==> config.mk <==
export PLATFORM = sky130hd
export DESIGN_NAME = led_matrix_scan_drv
export DESIGN_NICKNAME = d
export VERILOG_FILES = /design/src/rtl/led_matrix_pkg.sv /design/src/rtl/led_scan_timer.sv /design/src/rtl/led_matrix_scan_drv.sv
export SDC_FILE = /design/constraint.sdc
export NUM_CORES = 1
export LEC_CHECK = 0
export CAP_MARGIN = 20
export CORE_UTILIZATION = 50
export DETAILED_ROUTE_END_ITERATION = 6
export MAX_ROUTING_LAYER = met4
export PLACE_DENSITY = 0.74
export SLEW_MARGIN = 40
export SYNTH_ARGS = -nofsm -noshare
export SYNTH_HDL_FRONTEND = slang
export SYNTH_SLANG_ARGS = --single-unit
==> constraint.sdc <==
create_clock -name clock -period 6.31 [get_ports clock]
set_input_delay 0.631 -clock clock [delete_from_list [all_inputs] [get_ports clock]]
set_output_delay 0.631 -clock clock [all_outputs]
set_load 0.05 [all_outputs]
==> src/rtl/led_matrix_pkg.sv <==
// Shared helpers for the LED matrix scanner: index-width calculation and pin polarity mapping.
package led_matrix_pkg;

    // Smallest width able to index n items; never less than 1 bit.
    function automatic int clog2(input int n);
        int w;
        w = 0;
        for (int i = 0; i < 31; i++) begin
            if ((1 << i) < n) w = i + 1;
        end
        return (w < 1) ? 1 : w;
    endfunction

    function automatic logic drive(input logic level, input logic active_low);
        return level ^ active_low;
    endfunction

endpackage

==> src/rtl/led_scan_timer.sv <==
// Row-slot timer: t counts clocks inside a row slot, r selects the row; both held at zero while oe is low.
module led_scan_timer
    import led_matrix_pkg::*;
#(
    parameter int ROWS     = 8,
    parameter int PRESCALE = 1024,
    parameter int RW       = clog2(ROWS),
    parameter int TW       = clog2(PRESCALE)
) (
    input  logic          clock,
    input  logic          reset,
    input  logic          oe_i,
    output logic [RW-1:0] r_o,
    output logic [TW-1:0] t_o,
    output logic          slot_start_o,
    output logic          frame_wrap_o
);

    localparam logic [TW-1:0] T_LAST = TW'(PRESCALE - 1);
    localparam logic [RW-1:0] R_LAST = RW'(ROWS - 1);

    logic [RW-1:0] r_q, r_d;
    logic [TW-1:0] t_q, t_d;

    always_comb begin
        r_d = r_q;
        t_d = t_q + 1'b1;
        if (!oe_i) begin
            r_d = '0;
            t_d = '0;
        end else if (t_q == T_LAST) begin
            t_d = '0;
            r_d = (r_q == R_LAST) ? '0 : r_q + 1'b1;
        end
    end

    always_ff @(posedge clock) begin
        if (reset) begin
            r_q <= '0;
            t_q <= '0;
        end else begin
            r_q <= r_d;
            t_q <= t_d;
        end
    end

    assign r_o          = r_q;
    assign t_o          = t_q;
    assign slot_start_o = (t_q == '0);
    assign frame_wrap_o = oe_i && (t_q == T_LAST) && (r_q == R_LAST);

endmodule

==> src/rtl/led_matrix_scan_drv.sv <==
// Row-multiplexed LED matrix driver: double-buffered frame, per-slot blanking, global PWM brightness,
// configurable pin polarity. All pins come straight from registers.
module led_matrix_scan_drv
    import led_matrix_pkg::*;
#(
    parameter int ROWS           = 8,
    parameter int COLS           = 8,
    parameter int PRESCALE       = 1024,
    parameter int BLANK          = 16,
    parameter int BR_BITS        = 4,
    parameter int ROW_ACTIVE_LOW = 0,
    parameter int COL_ACTIVE_LOW = 0
) (
    input  logic                 clock,
    input  logic                 reset,
    input  logic [ROWS*COLS-1:0] data,
    input  logic                 load,
    output logic                 pending,
    input  logic                 oe,
    input  logic [BR_BITS-1:0]   brightness,
    output logic [ROWS-1:0]      row,
    output logic [COLS-1:0]      column,
    output logic                 frame_start
);

    localparam int   RW   = clog2(ROWS);
    localparam int   TW   = clog2(PRESCALE);
    localparam int   CW   = TW + 1;  // one spare bit so ON = PRESCALE-BLANK never overflows
    localparam int   SLOT = (PRESCALE - BLANK) >> BR_BITS;
    localparam int   N    = ROWS * COLS;
    localparam logic RAL  = (ROW_ACTIVE_LOW != 0);
    localparam logic CAL  = (COL_ACTIVE_LOW != 0);

    logic [RW-1:0]      r;
    logic [TW-1:0]      t;
    logic               slot_start, frame_wrap, commit;
    logic [N-1:0]       shadow_q, active_q;
    logic               pending_q;
    logic [BR_BITS-1:0] br_q, br_eff;
    logic [ROWS-1:0]    row_q, row_d;
    logic [COLS-1:0]    col_q, col_d, row_bits;
    logic               fs_q, fs_d;
    logic [CW-1:0]      on_w, off_w;
    logic               lit_row, lit_col;

    led_scan_timer #(.ROWS(ROWS), .PRESCALE(PRESCALE), .RW(RW), .TW(TW)) u_timer (
        .clock        (clock),
        .reset        (reset),
        .oe_i         (oe),
        .r_o          (r),
        .t_o          (t),
        .slot_start_o (slot_start),
        .frame_wrap_o (frame_wrap)
    );

    assign commit = frame_wrap || !oe;

    // A load coinciding with a commit still lands in shadow, so pending stays set.
    always_ff @(posedge clock) begin
        if (reset) begin
            shadow_q  <= '0;
            active_q  <= '0;
            pending_q <= 1'b0;
            br_q      <= '0;
        end else begin
            if (commit) active_q <= shadow_q;
            if (load) begin
                shadow_q  <= data;
                pending_q <= 1'b1;
            end else if (commit) begin
                pending_q <= 1'b0;
            end
            if (slot_start) br_q <= brightness;
        end
    end

    // Brightness is frozen per slot; at t=0 the live input is the value being sampled.
    assign br_eff = slot_start ? brightness : br_q;

    always_comb begin
        on_w     = CW'(SLOT * (int'(br_eff) + 1));
        off_w    = CW'(t) - CW'(BLANK);
        lit_row  = oe && (CW'(t) >= CW'(BLANK));
        lit_col  = lit_row && (off_w < on_w);
        row_bits = active_q[int'(r)*COLS +: COLS];
        fs_d     = oe && (r == '0) && (t == '0);
        row_d    = '0;
        col_d    = '0;
        for (int i = 0; i < ROWS; i++) row_d[i] = drive(lit_row && (r == RW'(i)), RAL);
        for (int c = 0; c < COLS; c++) col_d[c] = drive(lit_col && row_bits[c], CAL);
    end

    always_ff @(posedge clock) begin
        if (reset) begin
            row_q <= {ROWS{RAL}};
            col_q <= {COLS{CAL}};
            fs_q  <= 1'b0;
        end else begin
            row_q <= row_d;
            col_q <= col_d;
            fs_q  <= fs_d;
        end
    end

    assign pending     = pending_q;
    assign row         = row_q;
    assign column      = col_q;
    assign frame_start = fs_q;

endmodule
==> summary.md, run 1 <==
| Metric | Value |
|---|---|
| Status | finished, final reports clean |
| Synth warnings | 0 |
| Leak | 3.76 nW |
| Sw frac | 28.2% |
| Cts bufs inserted | 17 |
| Reg2reg path depth | 22 |
| Post-synthesis register bit count | 163 |
| Startpoint types | register |
| Worst path arrival time | 6.44 ns |
| Initial antenna violation count | 0 |
| Final Power | 3.02 mW |
| FFs w/ async S/R, synth | 0% |
| Routability cong. | 0.894 |
| DRC | 0 |
| First-pass GRT wire length | 26,800 um |
| CP Capture Type | register |
| Clock skew | 0.00721 ns |
| Die area | 15,200 um^2 |
| Clock network fraction of design power | 39.3% |
| H-tree depth | 4 |
| Post-layout minimum cycle time | 6.12 ns |
| Initial drt markers | 380 |
| Tightest Pin Transition | 0.831 ns |
| Register share of total power | 36.3% |
| Routed wire length | 16,500 um |
| Synth Flop Type | dfxtp_1 |
| EDFF count, synth | 0 |
| WP data required | 6.64 ns |
| R2r endpoint | column[0]$_SDFF_PP0_ |
| Worst hold start | active_q[40]$_SDFFE_PP0P_ |
| Post-synthesis cell count | 807 |
| Clk sinks | 163 |
| P_int | 2.17 mW |
| DR vias | 5,738 |
| Die Span X | 123 um |
| Diodes inserted | 0 |
| Most frequent cells in the layout | 160 x dfxtp_1, 145 x nand2_1, 111 x nor2_1, 87 x clkdlybuf4s50_1, 73 x a21oi_1 |
| Syn Nets | 929 |
| Avg Inst Size Synth | 9.14 um^2 |
| Layout cells sized above 1 | 11.8% |
| P&R area growth vs syn | 26.7% |
| Synth unique cells | 48 |
| Starting Density | 50.9% |
| Wirelength per Cell | 15.2 um |
| Comb power frac | 24.5% |
| Tot GR Track Use | 23.5% |
| CP max FO | 8 |
| Nets | 1,011 |
| Die height | 123 um |
| Fillers | 1,203 |
| TritonRoute pass-1 iters | 5 |
| Clock transition at the registers of the reported paths | 0.06 ns |
| Peak VDD IR | 0.231 mV |
| Post-CTS Hold Fix Bufs | 0 |
| Sequential-to-total area share from yosys stat | 44.2% |
| Worst skew pair latency | 0.43 ns |
| Reg area | 3270 um^2 |
| Netlist Area Pre-Place | 7380 um^2 |
| Root Buffer | clkbuf_16 |
| Hold Crit Class | register to register |
| Longest Clk Path Bufs | 2 |
| Worst R2R Setup Slack | 0.19 ns |
| Slew HR | 44.6% |
| Most common cell after layout, fill and taps aside | dfxtp_1 |
| Fmax | 163 MHz |
| Largest net degree at the start of global routing | 82 |
| CORE AREA | 14,500 um^2 |
| Final Hold Viols | 0 |
| Post-detailed-placement half-perimeter wirelength | 11,000 um |
| Port Buffers | 89 |
| Multi-input logic area | 4030 um^2 |
| I/O pin count | 90 |
| Cell row count | 44 |
| Vias/cell | 5.28 |
| Final period util | 97.0% |
| Finished Core Util | 64.5% |
| Final slew viol count | 0 |
| Antenna viol nets, final | 0 |
| WHS Path Cells | 2 |
| Setup CP Type | register to register |
| Number of global-route vias before repair | 5,501 |
| Grt ovf | 0 |
| Crit Reg-Reg Startpoint | u_timer.t_o[4]$_SDFF_PP0_ |
| Max_cap viols | 0 |
| Psw | 0.852 mW |
| CTS tree | built |
| Hold Path End | active_q[40]$_SDFFE_PP0P_ |
| Final setup viols | 0 |
| Total power per unit cell area | 323 nW/um^2 |
## cell usage after synthesis, types with 7 or more instances
| library cell | n | area share, % |
|---|---|---|
| a21oi_1 | 75 | 5.1 |
| buf_2 | 11 | 0.75 |
| clkbuf_1 | 29 | 1.5 |
| dfxtp_1 | 163 | 44 |
| fa_1 | 9 | 2.4 |
| ha_1 | 41 | 7.0 |
| inv_1 | 26 | 1.3 |
| mux2i_1 | 66 | 9.0 |
| mux4_2 | 16 | 4.9 |
| nand2_1 | 146 | 7.4 |
| nand3_1 | 13 | 0.88 |
| nor2_1 | 111 | 5.6 |
| nor3_1 | 7 | 0.47 |
| nor4_1 | 10 | 0.85 |
| xnor2_1 | 9 | 1.1 |
| xor2_1 | 9 | 1.1 |
## flip-flops by register name, indices dropped and copies added (netlist names)
register / cells
active_q: 64
frame_start: 1
row: 8
shadow_q: 64
u_timer.t_o: 10
u_timer.r_o: 3
br_q: 4
column: 8
pending: 1
## area by class of cell
type | count | share of cell area (%)
Timing Repair Buffer | 108 | 11.0
Sequential cell | 163 | 35.0
Clock buffer | 17 | 4.55
Inverter | 27 | 1.08
Clock inverter | 15 | 2.72
Tap cell | 184 | 2.46
Multi-Input combinational cell | 572 | 43.2
## power groups by stage
stage	registers, mW	clock network [mW]	logic (mW)
global route	1.10	1.25	0.829
CTS	1.09	1.20	0.705
finish	1.09	1.19	0.738
detailed placement	1.12	0	0.698
floorplan	1.11	0	0.507
global placement	1.12	0	0.685
## cells by family (layout without fill, tap and decap cells)
| logic type | Yosys count | in the layout | share of synthesized area (%) |
|---|---|---|---|
| AND/OR/NAND/NOR | 321 | 321 | 18.6 |
| buffers and inverters | 72 | 167 | 3.95 |
| AO/OA/AOI/OAI | 99 | 99 | 7.50 |
| multiplexers | 84 | 84 | 14.2 |
| flip-flops | 163 | 163 | 44.2 |
| XOR/XNOR | 18 | 18 | 2.14 |
| adder cells (fa/ha/maj) | 50 | 50 | 9.40 |
## repair_timing
item	in CTS	in global routing
gates resized for setup	2	35
setup endpoints to repair	8	8
buffers inserted	0	5
endpoints found under the hold margin	0	0
pin swaps	0	7
## through the flow
| step | instance area, um^2 | setup WS, ns | setup TNS [ns] | cells | hold WS (ns) |
|---|---|---|---|---|---|
| detailed placement | 8430 | -0.000545 | -0.000545 | 1049 | 0.444 |
| finish | 9340 | 0.191 | 0 | 1086 | 0.450 |
| CTS | 9120 | 0.0484 | 0 | 1081 | 0.451 |
| global placement | 8430 | 0.205 | 0 | 1049 | 0.438 |
| global route | 9340 | -0.0357 | -0.0357 | 1086 | 0.467 |
| floorplan | 7380 | 0.142 | 0 | 807 | 0.429 |
## worst max-delay path: stages, from the launching register on
cell and delay, ns:
dfxtp_1 0.36, inv_2 0.14, ha_4 0.17, or4bb_4 0.55
o21ai_2 0.19, nand2_2 0.11, ha_2 0.24, and2_1 0.20
fa_1 0.58, fa_1 0.45, fa_1 0.52, inv_1 0.05
ha_1 0.30, a21o_1 0.15, a21oi_1 0.14, a21oi_1 0.09
or4b_1 0.48, nand3_1 0.10, ha_1 0.26, a21oi_2 0.14
o41ai_2 0.08, a211o_2 0.38, nor4_1 0.32
## layer usage
metal	routed length, um	track usage, %	vias up
met5	0	-	-
met4	275	7.45	0
met3	728	5.17	20
met2	7850	36.8	132
met1	7640	30.3	2706
li1	-	-	2880
## worst max-delay path by stage
stage	slack, ns	to	from
after floorplan	0.14	column[0]$_SDFF_PP0_	u_timer.t_o[4]$_SDFF_PP0_
after global placement	0.20	column[0]$_SDFF_PP0_	brightness[0]
after detailed placement	-0.0005	column[7]$_SDFF_PP0_	u_timer.t_o[0]$_SDFF_PP0_
after CTS	0.05	column[6]$_SDFF_PP0_	u_timer.t_o[0]$_SDFF_PP0_
after global routing	-0.04	column[0]$_SDFF_PP0_	u_timer.t_o[0]$_SDFF_PP0_
final	0.19	column[0]$_SDFF_PP0_	u_timer.t_o[4]$_SDFF_PP0_
No activity file was read; power rests on OpenSTA's default activity.
==> inputs of run 2 (changes only) <==
--- a/config.mk
+++ b/config.mk
@@ -6,10 +6,11 @@
 export NUM_CORES = 1
 export LEC_CHECK = 0
 export CAP_MARGIN = 20
-export CORE_UTILIZATION = 50
+export CORE_UTILIZATION = 57
 export DETAILED_ROUTE_END_ITERATION = 6
+export DONT_BUFFER_PORTS = 1
 export MAX_ROUTING_LAYER = met4
-export PLACE_DENSITY = 0.74
+export PLACE_DENSITY = 0.73
 export SLEW_MARGIN = 40
 export SYNTH_ARGS = -nofsm -noshare
 export SYNTH_HDL_FRONTEND = slang
==> run 2 against run 1 <==
  * Fmax increased by 0.59%
  * Register-to-register slack improved by 0.04 ns
  * Worst setup slack improved by 0.036 ns
  * Clock power decreased by 13%
  * First-iteration DRC count increased by 12%
  * Count of clock-buffer cells in the layout increased by 2
  * Final cell count decreased by 9.9%
  * Clock skew about the same
  * Highest routed layer unchanged
==> summary.md, run 2 (synthesis results as in run 1) <==
| Metric | Value |
|---|---|
| Cell row count | 41 |
| Cts bufs inserted | 17 |
| Reg area | 3270 um^2 |
| Post-DP Area | 7480 um^2 |
| Peak VDD IR | 0.277 mV |
| Clock transition at the registers of the reported paths | 0.07 ns |
| Initial drt markers | 427 |
| Final slew viol count | 0 |
| Post-layout minimum cycle time | 6.08 ns |
| Root Buffer | clkbuf_16 |
| Final period util | 96.4% |
| Wirelength per Cell | 16.7 um |
| Diodes inserted | 0 |
| Multi-input logic area | 4030 um^2 |
| Final Cell Area | 8300 um^2 |
| Pre-CTS setup slack | -0.176 ns |
| Clock skew | 0.00758 ns |
| Register share of total power | 39.1% |
| CORE AREA | 12,600 um^2 |
| Final setup viols | 0 |
| First-pass GRT wire length | 25,800 um |
| Routed wire length | 16,400 um |
| Port Buffers | 0 |
| Most common cell after layout, fill and taps aside | dfxtp_1 |
| Tightest Pin Transition | 0.653 ns |
| Hold Crit Class | input pin to register |
| CP Capture Type | register |
| Status | finished, final reports clean |
| Final Hold Viols | 0 |
| Final setup TNS | 0 ns |
| WP data required | 6.65 ns |
| Startpoint types | register |
| Worst R2R Setup Slack | 0.23 ns |
| Largest net degree at the start of global routing | 138 |
| I/O pin count | 90 |
| Die area | 13,400 um^2 |
| Comb power frac | 24.1% |
| Nets | 916 |
| Fillers | 1,033 |
| Routability cong. | 0.909 |
| Max_cap viols | 0 |
| Vias/cell | 5.64 |
| Die height | 116 um |
| Grt ovf | 0 |
| Leak | 3.35 nW |
| Antenna viol nets, final | 0 |
| DR vias | 5,526 |
| Fmax | 164 MHz |
| Initial antenna violation count | 0 |
| H-tree depth | 4 |
| Hold Path End | shadow_q[59]$_SDFFE_PP0P_ |
| R2r endpoint | column[3]$_SDFF_PP0_ |
| Layout cells sized above 1 | 12.0% |
| Psw | 0.845 mW |
| Slew HR | 56.5% |
| Worst hold start | reset |
| Longest Clk Path Bufs | 2 |
| Worst path arrival time | 6.42 ns |
| Clock network fraction of design power | 36.8% |
| WHS Path Cells | 1 |
| Final setup slack of the worst path | 0.226 ns |
| Tot GR Track Use | 26.1% |
| Post-detailed-placement half-perimeter wirelength | 10,900 um |
| Crit Reg-Reg Startpoint | u_timer.t_o[4]$_SDFF_PP0_ |
| P_int | 1.96 mW |
| Total power per unit cell area | 338 nW/um^2 |
| TritonRoute pass-1 iters | 4 |
| Number of global-route vias before repair | 5,233 |
| Worst skew pair latency | 0.43 ns |
| CTS tree | built |
| DRC | 0 |
| Post-CTS Hold Fix Bufs | 0 |
| Reg2reg path depth | 22 |
| Starting Density | 58.4% |
| Sw frac | 30.2% |
| Die Span X | 116 um |
| Final Power | 2.80 mW |
| Most frequent cells in the layout | 159 x dfxtp_1, 145 x nand2_1, 111 x nor2_1, 75 x a21oi_1, 65 x mux2i_1 |
| Clk sinks | 163 |
| CP max FO | 8 |
| Setup CP Type | register to register |
| P&R area growth vs syn | 12.6% |
## run 2: repair_timing
| item | CTS | global route |
|---|---|---|
| setup endpoints to repair | 8 | 8 |
| gates resized for setup | 10 | 26 |
| setup buffers | 2 | 3 |
| pin swaps | 1 | 9 |
## run 2: how the worst max path moves through the flow
stage               cells after the start                   end                       from  slack (ns)
floorplan                              23  column[0]$_SDFF_PP0_  u_timer.t_o[4]$_SDFF_PP0_        0.14
global placement                       22  column[7]$_SDFF_PP0_  u_timer.t_o[4]$_SDFF_PP0_        0.18
detailed placement                     23  column[6]$_SDFF_PP0_  u_timer.t_o[0]$_SDFF_PP0_       -0.18
CTS                                    22  column[7]$_SDFF_PP0_  u_timer.t_o[5]$_SDFF_PP0_        0.01
global route                           23  column[3]$_SDFF_PP0_  u_timer.t_o[0]$_SDFF_PP0_       -0.06
finish                                 22  column[3]$_SDFF_PP0_  u_timer.t_o[4]$_SDFF_PP0_        0.23
## run 2: per-layer routing
layer	routed length, um	track usage (%)	part of all wire (%)
met1	7300	33.1	45
met2	7870	40.1	48
met3	968	6.90	5.9
met4	217	9.83	1.3
met5	0	-	0
## run 2: area by class of cell
cell class / count / area share, %
sequential: 163 / 39.4
tap: 172 / 2.59
clock inverter: 13 / 1.67
timing repair buffer: 13 / 1.18
multi-input combinational: 572 / 48.5
clock buffer: 19 / 5.46
inverter: 27 / 1.22
## run 2: critical path: stages (launching register included)
cell and delay [ns]:
dfxtp_1 0.37, inv_2 0.13, ha_4 0.17, or4bb_4 0.56, o21ai_4 0.17, nand2_2 0.10, ha_2 0.22, xor2_2 0.19
fa_1 0.61, fa_1 0.47, fa_1 0.52, inv_1 0.07, ha_4 0.25, a21o_1 0.15, a21oi_1 0.14, a21oi_1 0.10
or4b_1 0.49, nand3_1 0.11, ha_1 0.25, a21oi_1 0.13, o41ai_1 0.08, a211o_2 0.39, nor4_2 0.29
## run 2: through the flow
step / instances / utilization, % / hold slack [ns]
finish: 979 / 65.8 / 0.291
global route: 979 / 65.8 / 0.267
CTS: 976 / 64.4 / 0.259
detailed placement: 942 / 59.3 / 0.439
global placement: 942 / 59.3 / 0.432
floorplan: 807 / - / 0.429
## run 2: power groups by stage
stage / clock network, mW / logic (mW) / registers (mW)
finish: 1.03 / 0.675 / 1.10
global placement: 0 / 0.592 / 1.12
floorplan: 0 / 0.507 / 1.11
global route: 1.09 / 0.759 / 1.10
detailed placement: 0 / 0.619 / 1.12
CTS: 1.04 / 0.629 / 1.10
==> inputs of run 3 (changes only) <==
--- a/config.mk
+++ b/config.mk
@@ -7,10 +7,12 @@
 export LEC_CHECK = 0
 export CAP_MARGIN = 20
 export CORE_UTILIZATION = 57
+export CTS_CLUSTER_DIAMETER = 200
 export DETAILED_ROUTE_END_ITERATION = 6
 export DONT_BUFFER_PORTS = 1
 export MAX_ROUTING_LAYER = met4
-export PLACE_DENSITY = 0.73
+export PLACE_DENSITY = 0.82
+export SKIP_CTS_REPAIR_TIMING = 1
 export SLEW_MARGIN = 40
 export SYNTH_ARGS = -nofsm -noshare
 export SYNTH_HDL_FRONTEND = slang
==> run 3 against run 2 <==
  * Global-route usage fell by 0.42 points
  * Register-to-register slack improved by 0.08 ns
  * Hold slack got worse by 0.023 ns
  * Core utilization fell by 0.24 points
  * Die area did not move
  * Clock skew fell by 0.00058 ns
==> summary.md, run 3 (synthesis results as in run 1) <==
| Metric | Value |
|---|---|
| Final Power | 2.75 mW |
| Slew HR | 55.6% |
| Initial drt markers | 386 |
| Tot GR Track Use | 25.7% |
| Tightest Pin Transition | 0.666 ns |
| Cell row count | 41 |
| Antenna viol nets, final | 0 |
| Most common cell after layout, fill and taps aside | dfxtp_1 |
| Final setup viols | 0 |
| Max_cap viols | 0 |
| GRT busiest layer | met2 |
| Final setup slack of the worst path | 0.303 ns |
| Grt ovf | 0 |
| Startpoint types | register |
| TritonRoute pass-1 iters | 5 |
| Final slew viol count | 0 |
| Port Buffers | 0 |
| Post-DP Area | 7510 um^2 |
| Nets | 919 |
| Die area | 13,400 um^2 |
| Clock transition at the registers of the reported paths | 0.06 ns |
| Worst path arrival time | 6.34 ns |
| RSZ-0062 raised after global routing | no |
| Number of global-route vias before repair | 5,329 |
| GR Util met3 | 5.70% |
| GR Layer Usage met1 | 32.3% |
| Reg2reg path depth | 22 |
| Clk sinks | 163 |
| Initial antenna violation count | 0 |
| Final Cell Area | 8270 um^2 |
| Routed wire length | 16,200 um |
| Placed Cells | 946 |
| Final setup TNS | 0 ns |
| I/O pin count | 90 |
| Status | finished, final reports clean |
| Peak VDD IR | 0.247 mV |
| Routability cong. | 0.897 |
| Worst skew pair latency | 0.43 ns |
| Hold Crit Class | input pin to register |
| Most frequent cells in the layout | 161 x dfxtp_1, 145 x nand2_1, 111 x nor2_1, 74 x a21oi_1, 64 x mux2i_1 |
| CP max FO | 8 |
| Wirelength per Cell | 16.5 um |
| P&R area growth vs syn | 12.1% |
| WHS Path Cells | 1 |
| Finished Core Util | 65.5% |
| Leak | 3.33 nW |
| Layout cells sized above 1 | 11.5% |
| Post-Layout Cell Count | 982 |
| DR vias | 5,591 |
| Clock skew | 0.00700 ns |
| Longest Clk Path Bufs | 2 |
| Fmax | 166 MHz |
| CORE AREA | 12,600 um^2 |
| Pre-CTS setup slack | -0.0237 ns |
| Cts bufs inserted | 17 |
| Largest net degree at the start of global routing | 138 |
| DRC | 0 |
| Starting Density | 58.4% |
| Diodes inserted | 0 |
| Post-layout minimum cycle time | 6.01 ns |
| Total power per unit cell area | 332 nW/um^2 |
| First-pass GRT wire length | 25,500 um |
| Root Buffer | clkbuf_16 |
| Hold Slack | 0.268 ns |
| CP Capture Type | register |
| Vias/cell | 5.69 |
| Die height | 116 um |
| Post-detailed-placement half-perimeter wirelength | 10,500 um |
| Die Span X | 116 um |
| Setup CP Type | register to register |
| CTS tree | built |
| WP data required | 6.65 ns |
| Grt met2 use | 39.8% |
| Final period util | 95.2% |
| H-tree depth | 4 |
| Final Hold Viols | 0 |
run 3: changes by cell type in the layout (fill, tap and decap cells not counted), sizes merged:
cell / change
inv: -7
clkbuf: +6
buf: +3
clkinvlp: +3
clkinv: -2
run 3: critical path, stage by stage (launching register included):
cell     delay, ns
dfxtp_2       0.35
inv_2         0.07
ha_2          0.22
or4bb_4       0.55
o21ai_2       0.18
nand2_2       0.11
ha_2          0.23
xor2_2        0.20
fa_2          0.65
fa_1          0.43
fa_1          0.52
inv_1         0.07
ha_4          0.25
a21o_1        0.15
a21oi_1       0.13
a21oi_1       0.08
or4b_1        0.48
nand3_1       0.10
ha_1          0.25
a21oi_1       0.15
o41ai_1       0.09
a211o_2       0.38
nor4_2        0.28
run 3: final timing paths:
path,start,slack [ns],end
hold / removal,reset,0.27,br_q[3]$_SDFF_PP0_
hold reg to reg,active_q[20]$_SDFFE_PP0P_,0.45,active_q[20]$_SDFFE_PP0P_
setup / recovery,u_timer.t_o[4]$_SDFF_PP0_,0.30,column[6]$_SDFF_PP0_
setup reg to reg,u_timer.t_o[4]$_SDFF_PP0_,0.30,column[6]$_SDFF_PP0_
run 3: metal layers:
metal,share of wire [%],up-vias
li1,-,2708
met1,45,2670
met2,47,176
met3,5.7,37
met4,2.3,0
met5,0,-
run 3: final cells by class:
class / instances / area (um^2)
multi-input combinational: 572 / 4010
clock inverter: 7 / 73.8
timing repair buffer: 16 / 120
sequential: 163 / 3270
inverter: 27 / 101
tap: 172 / 215
clock buffer: 25 / 485
fill: 1016 / 4350
run 3: power by group:
| part | switching, mW | leakage (nW) | internal (mW) |
|---|---|---|---|
| registers | 0.0270 | 1.33 | 1.07 |
| logic | 0.361 | 1.74 | 0.307 |
| clock network | 0.405 | 0.260 | 0.575 |
==> patch, RTL diff (settings of run 3) <==
`r_q` no longer has a reset.
--- a/src/rtl/led_scan_timer.sv
+++ b/src/rtl/led_scan_timer.sv
@@ -36,12 +36,14 @@
 
     always_ff @(posedge clock) begin
         if (reset) begin
-            r_q <= '0;
             t_q <= '0;
         end else begin
-            r_q <= r_d;
             t_q <= t_d;
         end
+    end
+
+    always_ff @(posedge clock) begin
+        r_q <= r_d;
     end
 
     assign r_o          = r_q;
Check against the original RTL: same outputs for any inputs over 10 cycles, from zero or initial values and one cycle with reset high; that may be too few to reach the edited logic, so the function may still have changed.
==> patch against run 3 <==
  * Wire length shrank 1.2%
  * Worst setup slack lost 18 ps
  * Worst hold slack lost 6.9 ps
  * Final cell count shrank 0.71%
  * Sequential cell count is the same
  * Global-route usage shrank 0.25 points
  * Total power grew 6.4%
  * Cell area grew 2.0%
  * Area after synthesis grew 2.1%
  * Highest routed layer unchanged
==> patch: results <==
export IMPL_synth_seq_area_share_pct=43.3
export IMPL_max_stage_delay_ps=610
export IMPL_reg2reg_depth=24
export IMPL_vias_per_cell=5.65
export IMPL_dp_cells=941
export IMPL_vdd_drop_max_mv=0.252
export IMPL_grt_total_usage_pct=25.4
export IMPL_layout_cells_non_filler=975
export IMPL_p_leak_nw=3.53
export IMPL_critPathSlowestCell="fa_1"
export IMPL_hpwl_um=11400
export IMPL_n_antenna_cell=0
export IMPL_synth_xor_area_share_pct=2.09
export IMPL_synthAdderAreaFrac_pct=9.20
export IMPL_place_congestion=0.907
export IMPL_placed_area_um2=7650
export IMPL_synth_compound_area_share_pct=7.62
export IMPL_post_drt_wl_per_cell_um=16.4
export IMPL_cts_htree_levels=4
export IMPL_critical_path_top_delay_family="simple AND/OR/NAND/NOR gates"
export IMPL_hp_class="in2reg"
export IMPL_nets=912
export IMPL_drive_gt1_share_pct=11.0
export IMPL_synthArstFlopShare_pct=0
export IMPL_synth_common_cells="dfxtp_1 (163), nand2_1 (142), nor2_1 (103), a21oi_1 (73), mux2i_1 (67)"
export IMPL_synth_cell_types=55
export IMPL_clkSlewWorstSetupHoldPaths_ps=70
export IMPL_clk_insertion_delay_late_ps=430
export IMPL_skew_ps=7.90
export IMPL_tightestPinTransition_ps=844
export IMPL_status="complete, no violations"
export IMPL_synthMuxAreaShare_pct=14.9
export IMPL_syn_num_nets=920
export IMPL_grt_pass1_wl_um=25700
export IMPL_synthTopCellsByArea="dfxtp_1 (43%), mux2i_1 (8.9%), nand2_1 (7.1%)"
export IMPL_drtPass1Iterations=7
export IMPL_grt_start_max_net_pins=135
export IMPL_drt_initial_drc_count=417
export IMPL_nFillCells=972
export IMPL_grt_pass1_vias=5472
export IMPL_post_synth_cell_area_avg_um2=9.44
export IMPL_hold_depth=1
## patch: worst paths after layout
| check | start | end | slack, ps |
|---|---|---|---|
| min | reset | br_q[3]$_SDFF_PP0_ | 260 |
| max reg2reg | u_timer.t_o[0]$_SDFF_PP0_ | column[2]$_SDFF_PP0_ | 280 |
| max | u_timer.t_o[0]$_SDFF_PP0_ | column[2]$_SDFF_PP0_ | 280 |
| min reg2reg | active_q[27]$_SDFFE_PP0P_ | active_q[27]$_SDFFE_PP0P_ | 450 |
## patch: through the flow
step / setup TNS (ps) / power, W / setup slack [ps] / utilization (%)
2_1_floorplan: 0 / 0.00162 / 41.4 / -
3_3_place_gp: 0 / 0.00171 / 72.5 / 59.9
3_5_place_dp: -1860 / 0.00174 / -246 / 59.9
4_1_cts: -2180 / 0.00286 / -281 / 64.9
5_1_grt: 0 / 0.00307 / 52.1 / 66.1
6_report: 0 / 0.00292 / 285 / 66.1
## patch: layout make-up
type	count	area share [%]
multi-input combinational	562	48.3
sequential	163	38.7
clock buffer	17	5.04
clock inverter	15	2.59
tap	172	2.55
timing repair buffer	19	1.69
inverter	27	1.20
## patch: per-layer routing
layer | global-route usage, % | wire length, um | up-vias | part of all wire (%)
met5 | - | 0 | - | 0
met4 | 9.28 | 306 | 0 | 1.9
met3 | 7.21 | 874 | 25 | 5.5
met2 | 42.3 | 7880 | 142 | 49
met1 | 29.4 | 6950 | 2643 | 43
li1 | - | - | 2698 | -
## patch: power by group
part           total, W  internal [W]  switching, W
Combinational  0.000712      0.000334      0.000378
Sequential      0.00110       0.00107     0.0000265
Clock           0.00111      0.000674      0.000439
Total           0.00292       0.00208      0.000843
